<file path="config.mk">
export PLATFORM = sky130hd
export DESIGN_NAME = conv_relu_maxpool
export DESIGN_NICKNAME = d
export VERILOG_FILES = /design/src/rtl/conv_relu_maxpool.sv
export SDC_FILE = /design/constraint.sdc
export NUM_CORES = 1
export LEC_CHECK = 0
export CAP_MARGIN = 20
export CORE_ASPECT_RATIO = 0.6
export CORE_MARGIN = 2
export CORE_UTILIZATION = 30
export CTS_CLUSTER_DIAMETER = 80
export DETAILED_ROUTE_END_ITERATION = 16
export PLACE_DENSITY = 0.6
export SLEW_MARGIN = 10
export SYNTH_ARGS = -nofsm -noshare
export SYNTH_HDL_FRONTEND = slang
export SYNTH_SLANG_ARGS = --single-unit
</file>
<file path="constraint.sdc">
create_clock -name clk -period 4.1 [get_ports clk]
set_input_delay 0.615 -clock clk [delete_from_list [all_inputs] [get_ports clk]]
set_output_delay 0.615 -clock clk [all_outputs]
set_load 0.1 [all_outputs]
</file>
<file path="src/rtl/conv_relu_maxpool.sv">
// Post-convolution stage: optional ReLU, then 2x2 stride-2 max pooling over a row-major
// pixel stream. One half-row line buffer holds the even-row pair maxima until the odd row arrives.
module conv_relu_maxpool #(
  parameter int W       = 40,
  parameter int MAXR    = 8,
  parameter int MAXC    = 8,
  parameter int RELU_EN = 1
) (
  input  logic                      clk,
  input  logic                      reset,
  input  logic [$clog2(MAXR+1)-1:0] CFG_ROWS,
  input  logic [$clog2(MAXC+1)-1:0] CFG_COLS,
  input  logic [W-1:0]              INPUT_TDATA,
  input  logic                      INPUT_TVALID,
  output logic                      INPUT_TREADY,
  output logic [W-1:0]              OUTPUT_TDATA,
  output logic                      OUTPUT_TVALID,
  output logic                      OUTPUT_TLAST,
  input  logic                      OUTPUT_TREADY
);

  localparam int RW  = $clog2(MAXR+1);
  localparam int CW  = $clog2(MAXC+1);
  localparam int LBD = MAXC/2;
  localparam int LBW = (LBD > 1) ? $clog2(LBD) : 1;

  typedef enum logic [1:0] {EVEN_ROW, ODD_ROW, DROP_ROW} state_t;

  state_t              state;
  logic [RW-1:0]       row, rows_l, rows_eff;
  logic [CW-1:0]       col, cols_l, cols_eff;
  logic                active;
  logic signed [W-1:0] x, v, pair_reg, lb_rd, even_max, pool_max;
  logic signed [W-1:0] linebuf [LBD];
  logic [LBW-1:0]      lb_idx;
  logic                accept, col_odd, row_end, frame_end, last_pix, next_drop;

  always_comb begin
    INPUT_TREADY = !OUTPUT_TVALID || OUTPUT_TREADY;
    accept       = INPUT_TVALID && INPUT_TREADY;
    // The first beat of a frame uses the live config; a zero count behaves as one.
    rows_eff = active ? rows_l : ((CFG_ROWS == '0) ? RW'(1) : CFG_ROWS);
    cols_eff = active ? cols_l : ((CFG_COLS == '0) ? CW'(1) : CFG_COLS);
    x        = INPUT_TDATA;
    v        = (RELU_EN != 0 && x < 0) ? '0 : x;
    col_odd  = col[0];
    row_end  = (col == cols_eff - CW'(1));
    frame_end = row_end && (row == rows_eff - RW'(1));
    next_drop = ({1'b0, row} + (RW+1)'(2)) == {1'b0, rows_eff};
    lb_idx   = LBW'(col >> 1);
    lb_rd    = linebuf[lb_idx];
    even_max = (v > pair_reg) ? v : pair_reg;
    pool_max = (lb_rd > even_max) ? lb_rd : even_max;
    last_pix = ((row >> 1) == ((rows_eff >> 1) - RW'(1))) &&
               ((col >> 1) == ((cols_eff >> 1) - CW'(1)));
  end

  // Line buffer has no reset; its contents are rewritten by every even row before use.
  always_ff @(posedge clk) begin
    if (accept && state == EVEN_ROW && col_odd)
      linebuf[lb_idx] <= even_max;
  end

  always_ff @(posedge clk or posedge reset) begin
    if (reset) begin
      state         <= EVEN_ROW;
      row           <= '0;
      col           <= '0;
      rows_l        <= '0;
      cols_l        <= '0;
      active        <= 1'b0;
      pair_reg      <= '0;
      OUTPUT_TDATA  <= '0;
      OUTPUT_TVALID <= 1'b0;
      OUTPUT_TLAST  <= 1'b0;
    end else begin
      if (OUTPUT_TVALID && OUTPUT_TREADY)
        OUTPUT_TVALID <= 1'b0;
      if (accept) begin
        if (!active) begin
          rows_l <= rows_eff;
          cols_l <= cols_eff;
        end
        if (!col_odd)
          pair_reg <= v;
        if (state == ODD_ROW && col_odd) begin
          OUTPUT_TDATA  <= pool_max;
          OUTPUT_TVALID <= 1'b1;
          OUTPUT_TLAST  <= last_pix;
        end
        if (frame_end) begin
          row    <= '0;
          col    <= '0;
          active <= 1'b0;
          state  <= EVEN_ROW;
        end else begin
          active <= 1'b1;
          if (row_end) begin
            col <= '0;
            row <= row + RW'(1);
            unique case (state)
              EVEN_ROW: state <= ODD_ROW;
              ODD_ROW:  state <= next_drop ? DROP_ROW : EVEN_ROW;
              default:  state <= DROP_ROW;
            endcase
          end else begin
            col <= col + CW'(1);
          end
        end
      end
    end
  end

endmodule

</file>
# == After elaboration in Yosys (flattened, before gate mapping) ==
# Memory sizes are Yosys's and may differ from the RTL's.
# Index checks and enable logic that the tools add are counted.
# word_totals
output_inout_bits,43
mem_count,1
inputBits,52
ff_bits,101
latch_bits,0
word_cells,67
ramBits,160
rom_bits,0
# memory_table
name,words,word_bits,read_ports,rd_clocked_by_memory_dff,write_ports,line,source
linebuf,4,40,1,0,1,34,logic signed [W-1:0] linebuf [LBD];
# classes
muxes,21
div_mod_pow,0
n_bitwise,2
addsub,7
n_mul,0
reduce_logical,17
n_eq_ne,6
n_shift,0
n_lt_le_gt_ge,3
# ops
cell,count
$mux W40,3
$gt A40 B40 Y1,2
$lt A40 B1 Y1 const B,1
$mux W4,8
$add A4 B1 Y4 const B,2
$eq A3 B4 Y1,2
$eq A4 B4 Y1,2
$logic_not A4 Y1,2
$reduce_and A2 Y1,4
$sub A3 B1 Y4 const B,2
$sub A4 B1 Y4 const B,2
$logic_and A1 B1 Y1,7
$mux W1,6
$mux W2,3
$add A4 B2 Y5 const B,1
$eq A5 B4 Y1,1
$pmux W2 S2,1
$eq A2 B1 Y1 const B,1
$logic_not A2 Y1,1
$not A1 Y1,2
$reduce_bool A2 Y1,1
$logic_not A1 Y1,1
$logic_or A1 B1 Y1,1

# == Longest topological paths before layout ==
# Gate-level depths: netlist of the first run.
# depth
depth_word,8
ltp_mapped,26
ltp_nobuf,20

# == Worst setup path after synthesis of the first run ==
# No wires, ideal clock.
# synth_timing
path_type,register to register
from,reg OUTPUT_TVALID
to,"mem linebuf[0][0], enable pin"
synth_period_minus_slack_ps,5876
path_buffers,0
path_slack_ps,-1776
setup_ps,492
arrival_time_ps,5383
t_required_ps,3608
stages_incl_launch_ff,5
cell_sequence,dfrtp_1 -> nand2b_1 -> nand2_1 -> nor4b_1 -> nor3b_1
# synth_between
elab_chain_len,7
# synth_lines
item,line,source
start: declaration,17,"output logic OUTPUT_TVALID,"
start signal: assignment,74,OUTPUT_TVALID <= 1'b0;
start signal: assignment,78,OUTPUT_TVALID <= 1'b0;
start signal: assignment,88,OUTPUT_TVALID <= 1'b1;
$logic_not A1 Y1,39,INPUT_TREADY = !OUTPUT_TVALID || OUTPUT_TREADY;
$logic_or A1 B1 Y1,39,
via INPUT_TREADY,15,"output logic INPUT_TREADY,"
$logic_and A1 B1 Y1,40,accept = INPUT_TVALID && INPUT_TREADY;
$logic_and A1 B1 Y1 (2 in a row),60,if (accept && state == EVEN_ROW && col_odd)
$mux W1,60,
$mux W1 (implied by the code),61,linebuf[lb_idx] <= even_max;
end: declaration,34,
# The timed path passes the listed nets, and every way through them passes these cells.

# == Worst setup path after layout of the first run ==
# layout_timing
from,in INPUT_TDATA[39]
to,reg OUTPUT_TDATA[9]
# layout_between
elab_chain_len,6
# layout_lines
item,line,source
start: declaration,13,"input logic [W-1:0] INPUT_TDATA,"
$lt A40 B1 Y1 (*),45,v = (RELU_EN != 0 && x < 0) ? '0 : x;
$mux W40 (*),45,
via v[21],33,"logic signed [W-1:0] x, v, pair_reg, lb_rd, even_max, pool_max;"
$gt A40 B40 Y1,52,even_max = (v > pair_reg) ? v : pair_reg;
$mux W40 (*),52,
$gt A40 B40 Y1,53,pool_max = (lb_rd > even_max) ? lb_rd : even_max;
$mux W40 (*),53,
end signal: assignment,87,OUTPUT_TDATA <= pool_max;
end: declaration,16,"output logic [W-1:0] OUTPUT_TDATA,"
# The timed path passes the listed nets; every way through them passes the cells marked *.
# A chain may end at the register's enable or synchronous reset.

==> results.md, run 1 <==
* N_diodes at 0
* Clock Tree Root: clkbuf_16
* Startpoint Class: input pin
* Post-synthesis sequential area ratio at 0.525
* Synthesized instance count at 1,105
* Syn Nets at 1,242
* Area of the die at 47,300 µm²
* Post-synthesis mux area share at 0.106
* Slew at the pin closest to its max-slew limit at 1.04 ns
* I/O pin total at 95
* Hold-fix buffers at CTS at 0
* GRT overflow at 0
* First-pass GRT wire length at 61.3 mm
* Worst EP arrival at 5.07 ns
* Gr usage total at 0.166
* Detailed Place HPWL at 26.6 mm
* Yosys cell types at 62
* Core Region at 44,900 µm²
* Fin util at 0.419
* Crit path max fanout at 7
* Final min period at 4.64 ns
* Simple-Gate Fraction of Synth Area at 0.0978
* RSZ-0062 raised after global routing: true
* Most common cell after layout, fill and taps aside: buf_4
* Status: complete, but fails checks
* Clk pin slew, worst setup/hold paths at 0.07 ns
* Post-Synth Adder-Cell Area at 0.0779
* Via density per instance at 5.07
* CTS tree: built
* Ys async rst share at 0.388
* Initial core utilization at 0.304
* CP Capture Type: flop
* Sink Count at 255
* Start of the worst register-to-register path: pair_reg[20]$_DFFE_PP0P_
* Global placement routability congestion at 0.854
* Reg2Reg Setup Slack at -0.42 ns
* Syn avg cell area at 12.4 µm²
* Wirelength per Cell at 19.5 µm
* Synthesized flop and latch total at 255
* Max reg flops at 156
* Final Setup Violations at 39
* Pre-antenna DRT Iters at 5
* Period utilization at 1.13
* Failing checks: negative setup slack
* Fraction of layout cells with a size suffix above 1 at 0.365
* Xor and xnor area share after synthesis at 0.0119
* Die span in y at 169 µm
* Combinational family with the most area after synthesis: compound AO/OA/AOI/OAI gates
* Die X at 279 µm
* Max_cap viols at 0
* Std cell rows at 60
* IO Port Bufs at 93
* Post-Synthesis Cell Area at 13,700 µm²
* Kind of critical path: input pin to flop
* Complex-gate fraction of the synthesized area at 0.135
* FF-to-FF path depth at 25
* Power density cells at 923 nW/µm²
* Hold WC Path Type: input pin to async pin
* Number of global-route vias before repair at 10,400
* Number of buffers created by CTS at 25
* Syn-to-layout area delta at 37.9%
* Slew margin rel. at 0.306
* Commonest cells after routing, fill and taps aside: buf_4, edfxtp_1, dfrtp_1
* Total wire length at 39.0 mm
* Final worst setup slack at -0.544 ns
* Peak VDD IR at 547 µV
* Yosys warnings at 0
* Largest net degree at the start of global routing at 75
* Ys flop type: edfxtp_1
* Worst-Skew Late Latency at 0.55 ns
* Number of synthesized flops with an enable pin at 156
* DRT iter0 DRCs at 769
* Pre-CTS setup slack at -1.47 ns
* H-tree depth at 1
* Peak Freq at 215 MHz
* Longest Clk Path Bufs at 3
* Fin. Hold Viols at 0
* Reg2reg end: OUTPUT_TDATA[9]$_DFFE_PP0P_
* Detail Route Antenna Nets at 0
* DR DRC count at 0
* Layout Skew at 0.0168 ns
* Worst EP required at 4.53 ns
* Initial antenna violation count at 1
* Vias at 10,200
* # nets final at 1,534
* Leak at 7.54 nW
* Slew Limit Fails at 0
[stage by stage]
step           hold slack, ns  std cells  area [µm²]  power (mW)  TNS [ns]
6_report                0.397       2004       18800        17.4    -19.94
5_1_grt                 0.424       2004       18800        18.4    -25.24
4_1_cts                 0.514       1995       18700        17.2    -12.05
3_5_place_dp            0.499       1912       16700        13.5    -55.87
3_3_place_gp            0.489       1912       16700        13.3    -52.68
2_1_floorplan           0.480       1105       13900        10.2    -24.81
[worst max-delay path by stage]
stage | from | to | cells past startpoint
CTS | INPUT_TDATA[39] | OUTPUT_TDATA[34]$_DFFE_PP0P_ | 25
detailed placement | INPUT_TDATA[21] | OUTPUT_TDATA[21]$_DFFE_PP0P_ | 21
finish | INPUT_TDATA[39] | OUTPUT_TDATA[9]$_DFFE_PP0P_ | 26
floorplan | OUTPUT_TVALID$_DFF_PP0_ | linebuf[0][0]$_DFFE_PP_ | 4
global placement | INPUT_TDATA[21] | OUTPUT_TDATA[31]$_DFFE_PP0P_ | 21
global route | INPUT_TDATA[39] | OUTPUT_TDATA[38]$_DFFE_PP0P_ | 24
[metal layers]
layer,wire [µm],up-vias,share of wire,global-route usage
met5,0,-,0,0
met4,980,0,0.025,0.0425
met3,1790,63,0.046,0.0242
met2,17600,257,0.45,0.258
met1,18700,5108,0.48,0.243
li1,-,4738,-,-
[cells in the mapped netlist, drive strengths merged, types with 3 or more instances]
cell	count	area share
nor2	54	0.015
dfrtp	99	0.18
a21oi	34	0.012
a211oi	4	0.0026
nor2b	42	0.019
nor3	9	0.0033
o22a	39	0.025
inv	83	0.023
nand2b	7	0.0032
o211ai	42	0.027
nand4	17	0.0082
mux2	45	0.037
nor4	4	0.0018
mux4	39	0.064
edfxtp	156	0.34
mux2i	6	0.0047
buf	33	0.015
a21o	7	0.0038
a2bb2oi	39	0.029
and2	3	0.0014
ha	85	0.078
o21ai	56	0.023
clkbuf	29	0.0081
xnor2	10	0.0064
nand3	55	0.020
xor2	6	0.0038
nand2	70	0.019
o31ai	6	0.0033
[worst max-delay path, cell delays in order]
cell	delay, ns
buf_6	0.10
buf_12	0.14
buf_12	0.14
nor2b_4	0.18
ha_4	0.23
nand4_1	0.19
buf_4	0.16
a21oi_2	0.03
or4b_4	0.58
o21ai_4	0.19
buf_6	0.15
buf_6	0.11
o22a_1	0.14
o21ai_2	0.08
ha_1	0.33
nand4_1	0.20
buf_4	0.15
nor2_2	0.03
a221oi_2	0.26
nand3_1	0.19
o21a_1	0.25
buf_4	0.16
buf_4	0.13
buf_4	0.13
nand3_1	0.08
o211ai_2	0.10
[cell families (layout without fill, tap and decap cells)]
family / count (synthesis) / count (layout)
AOI/OAI and AO/OA: 241 / 241
xor gates and xnor gates: 17 / 17
adders and majority gates: 85 / 85
buffers and inverters: 145 / 455
DFF: 255 / 255
muxes: 90 / 90
other: 1 / 1
and+or+nand+nor: 271 / 271
[final cells by class]
class / instances / area, µm²
fillers: 4166 / 26100
flip-flops and latches: 255 / 7160
inverters: 83 / 314
well taps: 589 / 737
clock buffers: 36 / 717
clock inverters: 9 / 129
repair buffers: 327 / 3100
multi-input cells: 705 / 6670
[repair_timing]
action                                  4_1_cts  5_1_grt
gates resized for setup                     159       11
gates cloned                                  5        0
buffers inserted                             33        7
endpoints found under the setup margin       39       39
pin swaps                                    53        8
[report_power, final]
part	internal, mW	leakage, nW	switching [mW]
combinational	4.72	4.46	5.96
clock	1.41	0.410	1.02
sequential	3.83	2.67	0.446
Power figures use the tool's default switching activity.
==> inputs of run 2 (changes only) <==
--- a/config.mk
+++ b/config.mk
@@ -6,7 +6,6 @@
 export NUM_CORES = 1
 export LEC_CHECK = 0
 export CAP_MARGIN = 20
-export CORE_ASPECT_RATIO = 0.6
 export CORE_MARGIN = 2
 export CORE_UTILIZATION = 30
 export CTS_CLUSTER_DIAMETER = 80
==> run 2 against run 1 <==
- worst hold slack better by 0.11 ns
- setup slack better by 0.087 ns
- global-route usage is 0.50 points higher
- via count is 4.7% higher
- sequential power hardly changed
- critical path depth is 2 lower
- die area is 0.12% lower
- design area is 5.5% higher
- wire length is 7.8% higher
- core utilization is 2.0 points higher
- largest cell class unchanged
- register-to-register slack better by 0.02 ns
- the flow still finishes with violations (negative setup slack)
- sequential share of layout area is 2.0 points lower
- critical endpoint is now OUTPUT_TDATA[13]$_DFFE_PP0P_
- largest power group unchanged
==> results.md, run 2 (same netlist as run 1, synthesis figures left out) <==
* Status: complete, but fails checks (unchanged)
* Failing checks: negative setup slack (unchanged)
* IO Port Bufs at 93 (unchanged)
* Worst EP required at 4.57 ns (was 4.53 ns)
* First-pass GRT wire length at 62.6 mm (was 61.3 mm)
* DR DRC count at 0 (unchanged)
* Detail Route Antenna Nets at 0 (unchanged)
* Worst-Skew Late Latency at 0.59 ns (was 0.55 ns)
* CP max stage cell: or4b_4 (unchanged)
* Largest net degree at the start of global routing at 59 (was 75)
* Layout Skew at 0.0295 ns (was 0.0168 ns)
* Number of global-route vias before repair at 10,800 (was 10,400)
* Crit path max fanout at 7 (unchanged)
* Most common cell after layout, fill and taps aside: buf_4 (unchanged)
* Global placement routability congestion at 0.821 (was 0.854)
* Setup TNS at -17.63 ns (was -19.94 ns)
* CP startpoint: INPUT_TDATA[39] (unchanged)
* Slew Limit Fails at 0 (unchanged)
* Commonest cells after routing, fill and taps aside: buf_4, edfxtp_1, dfrtp_1 (unchanged)
* Combinational Power Share at 0.628 (was 0.614)
* Pre-antenna DRT Iters at 7 (was 5)
* Final min period at 4.56 ns (was 4.64 ns)
* Critical Path Max Stage Delay at 0.58 ns (about the same)
* Longest Clk Path Bufs at 3 (unchanged)
* Power density cells at 940 nW/µm² (was 923 nW/µm²)
* Fin cells at 2,074 (was 2,004)
* Switching Share at 0.426 (was 0.428)
* P_int at 10.7 mW (was 9.95 mW)
* Kind of critical path: input pin to flop (unchanged)
* Period utilization at 1.11 (was 1.13)
* Core Region at 45,200 µm² (was 44,900 µm²)
* FILL cells at 4,048 (was 4,166)
* Number of buffers created by CTS at 30 (was 25)
* Placed inst area at 16,900 µm² (was 16,700 µm²)
* Crit path to: OUTPUT_TDATA[13]$_DFFE_PP0P_ (was OUTPUT_TDATA[9]$_DFFE_PP0P_)
* Critical path depth at 24 (was 26)
* Peak Freq at 219 MHz (was 215 MHz)
* Total wire length at 42.1 mm (was 39.0 mm)
* Via density per instance at 5.13 (was 5.07)
* FF-to-FF path depth at 22 (was 25)
* DRT iter0 DRCs at 791 (was 769)
* Wirelength per Cell at 20.3 µm (was 19.5 µm)
* Clock Tree Root: clkbuf_16 (unchanged)
* Syn-to-layout area delta at 45.5% (was 37.9%)
* Final worst setup slack at -0.457 ns (was -0.544 ns)
* Fin. Hold Viols at 0 (unchanged)
* Buffers & Inverters on Critical Path at 8 (was 10)
* Slew at the pin closest to its max-slew limit at 1.09 ns (was 1.04 ns)
* Sink Count at 255 (unchanged)
* Std cell rows at 78 (was 60)
* Clk pin slew, worst setup/hold paths at 0.06 ns (was 0.07 ns)
* Crit path max-delay family: simple AND/OR/NAND/NOR gates (unchanged)
* Die X at 217 µm (was 279 µm)
* Fraction of layout cells with a size suffix above 1 at 0.409 (was 0.365)
* Worst EP arrival at 5.02 ns (was 5.07 ns)
* Final Setup Violations at 43 (was 39)
* Reg2Reg Setup Slack at -0.40 ns (was -0.42 ns)
* Detailed Place HPWL at 26.1 mm (was 26.6 mm)
* Slew margin rel. at 0.270 (was 0.306)
* Initial antenna violation count at 1 (unchanged)
* I/O pin total at 95 (unchanged)
* Startpoint Class: input pin (unchanged)
* Sequential share of power at 0.228 (was 0.246)
* Fin util at 0.440 (was 0.419)
* Gr usage total at 0.171 (was 0.166)
* Max_cap viols at 0 (unchanged)
* Area of the die at 47,200 µm² (was 47,300 µm²)
* Final Instance Area at 19,900 µm² (was 18,800 µm²)
* H-tree depth at 1 (unchanged)
* # nets final at 1,586 (was 1,534)
* Hold WC Path Type: flop to flop (was input pin to async pin)
* CP Capture Type: flop (unchanged)
* Power share of the clock group at 0.144 (was 0.140)
* Vias at 10,600 (was 10,200)
* Leak at 8.06 nW (was 7.54 nW)
* GRT overflow at 0 (unchanged)
* Switching power total at 7.95 mW (was 7.43 mW)
* Inst Count DP at 1,935 (was 1,912)
* RSZ-0062 raised after global routing: true (unchanged)
* Reg2reg end: OUTPUT_TDATA[13]$_DFFE_PP0P_ (was OUTPUT_TDATA[9]$_DFFE_PP0P_)
* Critical Path, Cell by Cell: buf_16 -> buf_12 -> nor2b_4 -> ha_4 -> nand4_1 -> buf_4 -> a21oi_2 -> or4b_4 -> o21ai_4 -> buf_6 -> buf_6 -> buf_6 -> o22a_1 -> o21ai_4 -> ha_4 -> nand3_4 -> nor4_4 -> inv_2 -> nor3_4 -> a21boi_2 -> o21a_1 -> nand2b_4 -> clkbuf_16 -> o211ai_1
* CTS tree: built (unchanged)
* Start of the worst register-to-register path: pair_reg[20]$_DFFE_PP0P_ (unchanged)
* Max reg flops at 156 (unchanged)
* Initial core utilization at 0.302 (was 0.304)
* Peak VDD IR at 578 µV (was 547 µV)
* Most Frequent Cell on Critical Path: buf_6 (was buf_4)
* Die span in y at 217 µm (was 169 µm)
## run 2: cell types whose count changed in the layout (fill, tap and decap cells not counted), sizes merged, moves of 2 or more
| cell | delta |
|---|---|
| dlymetal6s2s | +5 |
| buf | +42 |
| clkinv | +11 |
| dlygate4sd2 | +9 |
| clkdlybuf4s50 | -14 |
| inv | +2 |
## run 2: final cells by class
type / count / area, µm² / share of cell area
tap: 600 / 751 / 0.0378
timing repair buffer: 374 / 3640 / 0.183
antenna: 1 / 2.50 / 0.000126
multi-input combinational: 705 / 6990 / 0.352
inverter: 83 / 317 / 0.0159
clock inverter: 23 / 225 / 0.0113
sequential: 255 / 7160 / 0.361
clock buffer: 33 / 772 / 0.0389
## run 2: how the worst min path moves through the flow
| stage | startpoint | end | slack [ns] | cells past startpoint |
|---|---|---|---|---|
| 5_1_grt | rows_l[1]$_DFFE_PP0P_ | rows_l[1]$_DFFE_PP0P_ | 0.52 | 1 |
| 3_5_place_dp | OUTPUT_TDATA[4]$_DFFE_PP0P_ | OUTPUT_TDATA[4]$_DFFE_PP0P_ | 0.49 | 2 |
| 3_3_place_gp | OUTPUT_TDATA[4]$_DFFE_PP0P_ | OUTPUT_TDATA[4]$_DFFE_PP0P_ | 0.48 | 2 |
| 4_1_cts | OUTPUT_TDATA[1]$_DFFE_PP0P_ | OUTPUT_TDATA[1]$_DFFE_PP0P_ | 0.51 | 2 |
| 2_1_floorplan | cols_l[1]$_DFFE_PP0P_ | cols_l[1]$_DFFE_PP0P_ | 0.48 | 1 |
| 6_report | OUTPUT_TDATA[4]$_DFFE_PP0P_ | OUTPUT_TDATA[4]$_DFFE_PP0P_ | 0.50 | 2 |
## run 2: tightest hold or removal path, cell delays in order (launching register included)
cell and delay [ns]:
dfrtp_1 0.34, nand2_1 0.07, o211ai_2 0.06
## run 2: power groups by stage
stage	Clock [mW]	Combinational [mW]	Sequential, mW
floorplan	0	4.78	5.38
global placement	0	8.95	4.28
detailed placement	0	9.13	4.29
CTS	2.73	10.6	4.25
global route	2.83	12.6	4.32
finish	2.69	11.7	4.25
## run 2: repair_timing
| item | CTS | global route |
|---|---|---|
| buffers inserted | 62 | 21 |
| gates resized for setup | 176 | 58 |
| endpoints found under the hold margin | 0 | 0 |
| cloned | 9 | 5 |
| pin swaps | 58 | 51 |
| hold buffers | 0 | 0 |
| setup endpoints to repair | 39 | 47 |
## run 2: stage by stage
| step | power [mW] | setup slack, ns | hold slack (ns) |
|---|---|---|---|
| detailed placement | 13.4 | -1.41 | 0.485 |
| finish | 18.7 | -0.457 | 0.502 |
| floorplan | 10.2 | -0.391 | 0.480 |
| CTS | 17.6 | -0.274 | 0.506 |
| global route | 19.7 | -0.621 | 0.522 |
| global placement | 13.2 | -1.35 | 0.482 |
## run 2: routing by layer
layer,routed length [µm],vias to the layer above,track usage,part of all wire
li1,-,4861,-,-
met1,18500,5362,0.230,0.44
met2,19800,345,0.283,0.47
met3,2380,75,0.0295,0.056
met4,1400,0,0.0486,0.033
met5,0,-,0,0
